File: src/rtl/cla_clk_pkg.sv
// cla_clk_pkg: shared width constants for the registered carry-lookahead adder.
package cla_clk_pkg;
   localparam int WIDTH = 32;
   localparam int GROUP = 4;
endpackage

File: src/rtl/cla_clk_cla32.sv
// cla32: combinational carry-lookahead adder built from 4-bit lookahead groups.
// Group carry-outs chain from group to group; carries within a group are fully flattened.
module cla32
   import cla_clk_pkg::*;
(
   input  logic [WIDTH-1:0] i_a,
   input  logic [WIDTH-1:0] i_b,
   input  logic             i_ci,
   output logic [WIDTH-1:0] o_s,
   output logic             o_co
);
   logic [WIDTH-1:0] w_g, w_p;
   logic [GROUP-1:0] w_gg, w_pp, w_cc;
   logic             w_c;
   always_comb begin
      w_g  = i_a & i_b;
      w_p  = i_a ^ i_b;
      w_c  = i_ci;
      w_gg = '0;
      w_pp = '0;
      w_cc = '0;
      o_s  = '0;
      for (int n = 0; n < WIDTH / GROUP; n++) begin
         w_gg = w_g[n*GROUP +: GROUP];
         w_pp = w_p[n*GROUP +: GROUP];
         w_cc[0] = w_c;
         w_cc[1] = w_gg[0] | (w_pp[0] & w_c);
         w_cc[2] = w_gg[1] | (w_pp[1] & w_gg[0]) | (w_pp[1] & w_pp[0] & w_c);
         w_cc[3] = w_gg[2] | (w_pp[2] & w_gg[1]) | (w_pp[2] & w_pp[1] & w_gg[0])
                 | (w_pp[2] & w_pp[1] & w_pp[0] & w_c);
         o_s[n*GROUP +: GROUP] = w_pp ^ w_cc;
         w_c = w_gg[3] | (w_pp[3] & w_gg[2]) | (w_pp[3] & w_pp[2] & w_gg[1])
             | (w_pp[3] & w_pp[2] & w_pp[1] & w_gg[0]) | (&w_pp & w_c);
      end
      o_co = w_c;
   end
endmodule

File: src/rtl/cla_clk.sv
// cla_clk: 32-bit CLA adder with registered operands and registered sum/carry-out.
// Latency is two rising edges from input sample to output; one add per cycle.
module cla_clk
   import cla_clk_pkg::*;
(
   input  logic             clock,
   input  logic             reset_n,
   input  logic [WIDTH-1:0] a,
   input  logic [WIDTH-1:0] b,
   input  logic             ci,
   output logic [WIDTH-1:0] s_cla,
   output logic             co_cla
);
   logic [WIDTH-1:0] r_a, r_b, w_s;
   logic             r_ci, w_co;
   always_ff @(posedge clock or negedge reset_n) begin
      if (!reset_n) begin
         r_a    <= '0;
         r_b    <= '0;
         r_ci   <= 1'b0;
         s_cla  <= '0;
         co_cla <= 1'b0;
      end else begin
         r_a    <= a;
         r_b    <= b;
         r_ci   <= ci;
         s_cla  <= w_s;
         co_cla <= w_co;
      end
   end
   cla32 u_cla32 (
      .i_a  (r_a),
      .i_b  (r_b),
      .i_ci (r_ci),
      .o_s  (w_s),
      .o_co (w_co)
   );
endmodule

File: config.mk
export PLATFORM = sky130hd
export DESIGN_NAME = cla_clk
export DESIGN_NICKNAME = d
export VERILOG_FILES = /design/src/rtl/cla_clk_pkg.sv /design/src/rtl/cla_clk_cla32.sv /design/src/rtl/cla_clk.sv
export SDC_FILE = /design/constraint.sdc
export NUM_CORES = 1
export LEC_CHECK = 0
export ABC_AREA = 1
export CORE_AREA = 5 5 77 114
export DETAILED_ROUTE_END_ITERATION = 7
export DIE_AREA = 0 0 82 119
export HOLD_SLACK_MARGIN = 0.15
export PLACE_DENSITY = 0.81
export SYNTH_ARGS = -nofsm -noshare
export SYNTH_HDL_FRONTEND = slang
export SYNTH_HIERARCHICAL = 1
export SYNTH_SLANG_ARGS = --single-unit
File: constraint.sdc
create_clock -name clock -period 6.6 [get_ports clock]
set_input_delay 1.32 -clock clock [delete_from_list [all_inputs] [get_ports clock]]
set_output_delay 1.32 -clock clock [all_outputs]
set_load 0.02 [all_outputs]
==> metrics, run 1 <==
Resize count post-CTS=0; Avg Cell Area, Syn=13.80 µm²; Vias/cell=4.683; WL final=6.786 mm; number of synthesized flops with an enable pin=0; nets@finish=496; Die W=82 µm; critical path class=reg2out; Worst Hold Class=reg2reg; setup_tns=0 ns; Worst path top cell family by delay=buffers and inverters; ratio of cells with drive above 1 in the final layout=0.1015; Antenna Cells=0; hold path depth=1; crit path DAT=1.30 ns; port buffer count=99; skew final=0.005067 ns; total design power=1.517 mW; Least-Margin Pin Slew=0.7640 ns; clock root buffer=clkbuf_16; cell area after synthesis=3837 µm²; Setup-failing EPs final=0; Hold Violations, Final=0; Placement Setup Slack=4.086 ns; vias in the first global route=2572; Synth Instances=278; Cell Pwr Density=288.4 nW/µm²; TritonRoute pass-1 iters=4; first-pass GRT wire length=10.95 mm; Top FF cell, synth=dfrtp_1; Max FO, Critical Path=1; non-filler instance count after layout=496; Worst Setup End Kind=output port; Die ar.=9758 µm²; Routed WL per cell=13.68 µm; # placed instances=480; Post CTS Setup Buffer Count=0; Fin Hold WS=0.5583 ns; clock tree buffer depth=2; Starting DRT DRC Count=52; pin count of the biggest net entering global routing=66; via count=2323; Tmin final=2.619 ns; Die Ht=119 µm; H-tree depth=3; total track usage=0.1521; Seq/Total Area, Yosys=0.6391; Tcrit/Tclk final=0.3968; status=finished clean; fmax=381.9 MHz; Pleak=2.453 nW; cts bufs inserted=9; Max rail drop VDD=0.1971 mV; DRC=0; Crit path largest cell delay=0.61 ns; flops & latches, synth=98; Reg2Reg Setup Slack=4.11 ns; Max Cap Viol=0; FF-to-FF path depth=17; Routed Antenna Nets=0; Yosys Warn Count=6; Required @ worst endpoint=5.28 ns; Hold Buf Count CTS=0; antenna violations before repair=0; Mapped Nets=385; Crit path depth=1; CTS tree=built; # rows=39; initial core utilization=0.5041; RSZ-0062 raised after global routing=false; Area Overhead vs Synth=37.07%; final setup margin=3.981 ns; slew margin rel.=0.4907; Post-synth ARST share=1.000; final slew viol count=0; CP Buf/Inv Count=1; GP Congestion=0.8236; detailed placer's ending HPWL=5.324 mm; clk sink count=98; grt total ovfl=0; Skew-Pair Late Insertion Delay=0.33 ns; slowest cell on the critical path=clkdlybuf4s50_1; critical path cell sequence=clkdlybuf4s50_1; clk slew on worst S/H paths=0.06 ns; # IOs=100; core footprint=7612 µm²; post-synth cell types=21; crit start category=register
## state kept, by name, indices dropped and copies added (netlist names)
name / count
co_cla: 1
r_b: 32
r_a: 32
s_cla: 32
r_ci: 1
## worst paths after layout
path,startpoint,to
worst max-delay path,s_cla[28],s_cla[28]
worst max register to register,r_a[6],s_cla[29]
min in group asynchronous,reset_n,r_a[0]
max in group asynchronous,reset_n,s_cla[22]
worst min register to register,r_b[20],s_cla[20]
worst min-delay path,r_b[20],s_cla[20]
## synthesized netlist by cell type (6+ instances only)
master   instances  share of area
ha_1            32           0.10
nand2_2          8          0.013
xor2_1          15          0.034
inv_1           18          0.018
nor2_1          10         0.0098
nand3_1         11          0.014
xnor2_1          6          0.014
dfrtp_1         98           0.64
nand2_4         10          0.029
nand2_1         32          0.031
fa_1             8          0.042
a21oi_1         17          0.022
## layer usage
layer / vias to the layer above / part of all wire / GRT usage
li1: 1115 / - / -
met1: 1118 / 0.35 / 0.1503
met2: 73 / 0.55 / 0.2758
met3: 17 / 0.064 / 0.03550
met4: 0 / 0.034 / 0.09044
met5: - / 0 / 0
## power breakdown
group	leakage [nW]	internal, mW	switching (mW)
combinational	1.16	0.159	0.163
sequential	1.14	0.663	0.0209
clock	0.147	0.314	0.197
total	2.45	1.14	0.381
## cell usage in the layout (no fill, tap or decap)
| master | count |
|---|---|
| nor3_1 | 1 |
| nor2_2 | 2 |
| xor2_1 | 15 |
| fa_1 | 8 |
| clkbuf_1 | 3 |
| a211oi_4 | 2 |
| ha_1 | 32 |
| xnor2_1 | 6 |
| nand3_1 | 11 |
| clkinv_2 | 1 |
| nand2_1 | 32 |
| dfrtp_1 | 98 |
| o21ai_0 | 2 |
| nand2_4 | 10 |
| nor2_1 | 10 |
| nand3_2 | 1 |
| clkdlybuf4s50_1 | 98 |
| clkbuf_8 | 2 |
| clkbuf_16 | 9 |
| buf_4 | 2 |
| and2_1 | 1 |
| o21bai_1 | 1 |
| a21oi_1 | 17 |
| a21oi_2 | 2 |
| clkinv_1 | 1 |
| bufinv_16 | 1 |
| inv_1 | 18 |
| nand2_2 | 8 |
## metrics by stage
stage,instance area (µm²),util
6_report,5260,0.6910
5_1_grt,5260,0.6910
4_1_cts,5260,0.6910
3_5_place_dp,4961,0.6517
3_3_place_gp,4961,0.6517
2_1_floorplan,3837,-
## cells by family (layout without fill, tap and decap cells)
group	after synthesis	in the layout	synth area share
flops	98	98	0.6391
buf+inv	19	135	0.01858
fa+ha+maj	40	40	0.1461
xor+xnor	21	21	0.04793
simple gates	76	76	0.1066
compound gates	24	24	0.04174
## area by class of cell
type	instances	area [µm²]
tap	102	127.6
timing repair buffer	100	996.0
multi-input combinational	161	1314
inverter	19	71.32
sequential	98	2452
clock inverter	2	35.03
clock buffer	14	264.0
fill	563	2352
(Power assumes the default switching activity.)
==> inputs of run 2 (changes only) <==
- CORE_AREA: 5 5 77 114 -> 5 5 83 123
- DIE_AREA: 0 0 82 119 -> 0 0 88 128
- PLACE_DENSITY: 0.81 -> 0.73
- clock period: 6.6 -> 2.32 ns (I/O delays scaled with it)
==> metrics, run 2 (synthesis gave the netlist of run 1 again) <==
status=finished clean (unchanged); Max rail drop VDD=0.5360 mV (was 0.1971 mV); DRC=0 (unchanged); FF-to-FF path depth=19 (was 17); Least-Margin Pin Slew=0.5686 ns (was 0.7640 ns); Routed WL per cell=13.20 µm (was 13.68 µm); Tmin final=2.283 ns; storage element area=2452 µm² (unchanged); crit start category=register (unchanged); nets@finish=520 (was 496); Worst Hold Class=in2reg (was reg2reg); Routed Antenna Nets=0 (unchanged); R2R Path Start=r_a[0] (was r_a[6]); via count=2378 (was 2323); Hold Violations, Final=0 (unchanged); WL final=6.997 mm (was 6.786 mm); TritonRoute pass-1 iters=2 (was 4); Required @ worst endpoint=2.53 ns (was 5.28 ns); # rows=43 (was 39); crit path DAT=2.50 ns (was 1.30 ns); Hold Path End=r_b[6] (was s_cla[20]); clk sink count=98 (unchanged); clk slew on worst S/H paths=0.06 ns (about the same); pin count of the biggest net entering global routing=47 (was 66); CP Buf/Inv Count=0 (was 1); critical path class=reg2reg (was reg2out); slowest cell on the critical path=dfrtp_1 (was clkdlybuf4s50_1); Reg2Reg Setup Slack=0.04 ns (was 4.11 ns); Pleak=2.583 nW (was 2.453 nW); slew margin rel.=0.6209 (was 0.4907); Cell Pwr Density=819.4 nW/µm² (was 288.4 nW/µm²); Skew-Pair Late Insertion Delay=0.33 ns (about the same); GP Congestion=0.7222 (was 0.8236); Antenna Cells=0 (unchanged); cell mode on critical path=nand2_4; Area Overhead vs Synth=45.58% (was 37.07%); port buffer count=99 (unchanged); r2r endpoint=s_cla[29] (unchanged); final setup margin=0.03733 ns (was 3.981 ns); cts bufs inserted=9 (unchanged); most frequent cells in the layout=dfrtp_1 (98), clkdlybuf4s50_1 (98), nand2_1 (29), ha_1 (27), buf_4 (24) (was dfrtp_1 (98), clkdlybuf4s50_1 (98), nand2_1 (32), ha_1 (32), inv_1 (18)); final slew viol count=0 (unchanged); CTS tree=built (unchanged); Die ar.=11260 µm² (was 9758 µm²); skew final=0.005671 ns (was 0.005067 ns); initial core utilization=0.4220 (was 0.5041); Max Cap Viol=0 (unchanged); ratio of cells with drive above 1 in the final layout=0.1818 (was 0.1015); grt total ovfl=0 (unchanged); core footprint=9092 µm² (was 7612 µm²); Largest regs=r_a x32, r_b x32, s_cla x32 (unchanged); Die Ht=128 µm (was 119 µm); H-tree depth=3 (unchanged); # IOs=100 (unchanged); Die W=88 µm (was 82 µm); Max FO, Critical Path=3 (was 1); Crit path largest cell delay=0.40 ns (was 0.61 ns); Tcrit/Tclk final=0.9839; clock tree buffer depth=2 (unchanged); Setup-failing EPs final=0 (unchanged); critical path cell sequence=ha_1, nand2_1, nand2_2, nand3_2, nand2_2, nand2_2, nand2_2, nand2_2, nand2_4, nand2_4, nand2_4, nand2_4, nand2_4, nand2_4, nand2_4, nand2_4, nand2_4, fa_2, xor2_1 (was clkdlybuf4s50_1); fin area=5587 µm² (was 5260 µm²); RSZ-0062 raised after global routing=true (was false); fmax=438.1 MHz; detailed placer's ending HPWL=5.527 mm (was 5.324 mm); Hold Path Origin=b[6] (was r_b[20]); Worst Setup End Kind=register (was output port); Placement Setup Slack=-0.05828 ns (was 4.086 ns); clock root buffer=clkbuf_16 (unchanged); antenna violations before repair=0 (unchanged); Starting DRT DRC Count=38 (was 52); footprint of the multi-input gates=1389 µm² (was 1314 µm²); DP Area=5154 µm² (was 4961 µm²); vias in the first global route=2700 (was 2572); hold path depth=1 (unchanged); total track usage=0.1375 (was 0.1521); Layout fillers=719 (was 563); Vias/cell=4.487 (was 4.683); Worst path top cell family by delay=simple AND/OR/NAND/NOR gates (was buffers and inverters); first-pass GRT wire length=11.73 mm (was 10.95 mm)
==> run 2: per-stage QoR <==
stage / setup TNS [ns] / total power [mW] / hold slack [ns] / instances / utilization
after floorplan: 0 / 2.440 / 0.1684 / 278 / -
after global placement: -0.01533 / 2.929 / 0.4961 / 507 / 0.5668
after detailed placement: -0.05828 / 2.957 / 0.5040 / 507 / 0.5668
after CTS: -0.006150 / 4.650 / 0.5515 / 527 / 0.6111
after global routing: -0.4635 / 4.817 / 0.5528 / 530 / 0.6144
final: 0 / 4.577 / 0.5672 / 530 / 0.6144
==> run 2: cell type report <==
| cell class | count | area share |
|---|---|---|
| Inverter | 19 | 0.01277 |
| Tap cell | 112 | 0.02508 |
| Sequential cell | 98 | 0.4390 |
| Timing Repair Buffer | 124 | 0.2132 |
| Clock buffer | 9 | 0.04031 |
| Multi-Input combinational cell | 161 | 0.2486 |
| Clock inverter | 7 | 0.02105 |
==> run 2: worst reg2reg max path, delay by kind of cell, from the launching register on <==
kind,cells,cell delay (ns)
flip-flops,1,0.40
adder cells (fa/ha/maj),2,0.64
AND/OR/NAND/NOR,16,0.99
XOR/XNOR,1,0.14
==> run 2: timing repair <==
item / in CTS / in global routing
pin swaps: 6 / 4
setup endpoints to repair: 1 / 8
resized for setup: 3 / 3
hold buffers: 1 / 0
setup buffers: 3 / 3
hold endpoints to repair: 44 / 0
==> run 2: worst max-delay path by stage <==
stage	start	endpoint	slack, ns	depth (start not counted)
finish	r_a[0]	s_cla[29]	0.04	19
floorplan	r_a[3]	s_cla[29]	0.0005	19
CTS	r_b[0]	s_cla[29]	-0.006	19
detailed placement	r_a[3]	s_cla[29]	-0.06	19
global route	r_a[0]	s_cla[29]	-0.13	19
global placement	r_a[3]	s_cla[29]	-0.02	19
==> run 2: where the power goes <==
part / internal [mW] / switching, mW
registers: 1.89 / 0.0669
logic: 0.511 / 0.470
clock network: 1.05 / 0.593
==> run 2: metal layers <==
metal | vias up | track usage | part of all wire
li1 | 1162 | - | -
met1 | 1141 | 0.1423 | 0.34
met2 | 68 | 0.2562 | 0.57
met3 | 7 | 0.03794 | 0.072
met4 | 0 | 0.05149 | 0.015
met5 | - | 0 | 0
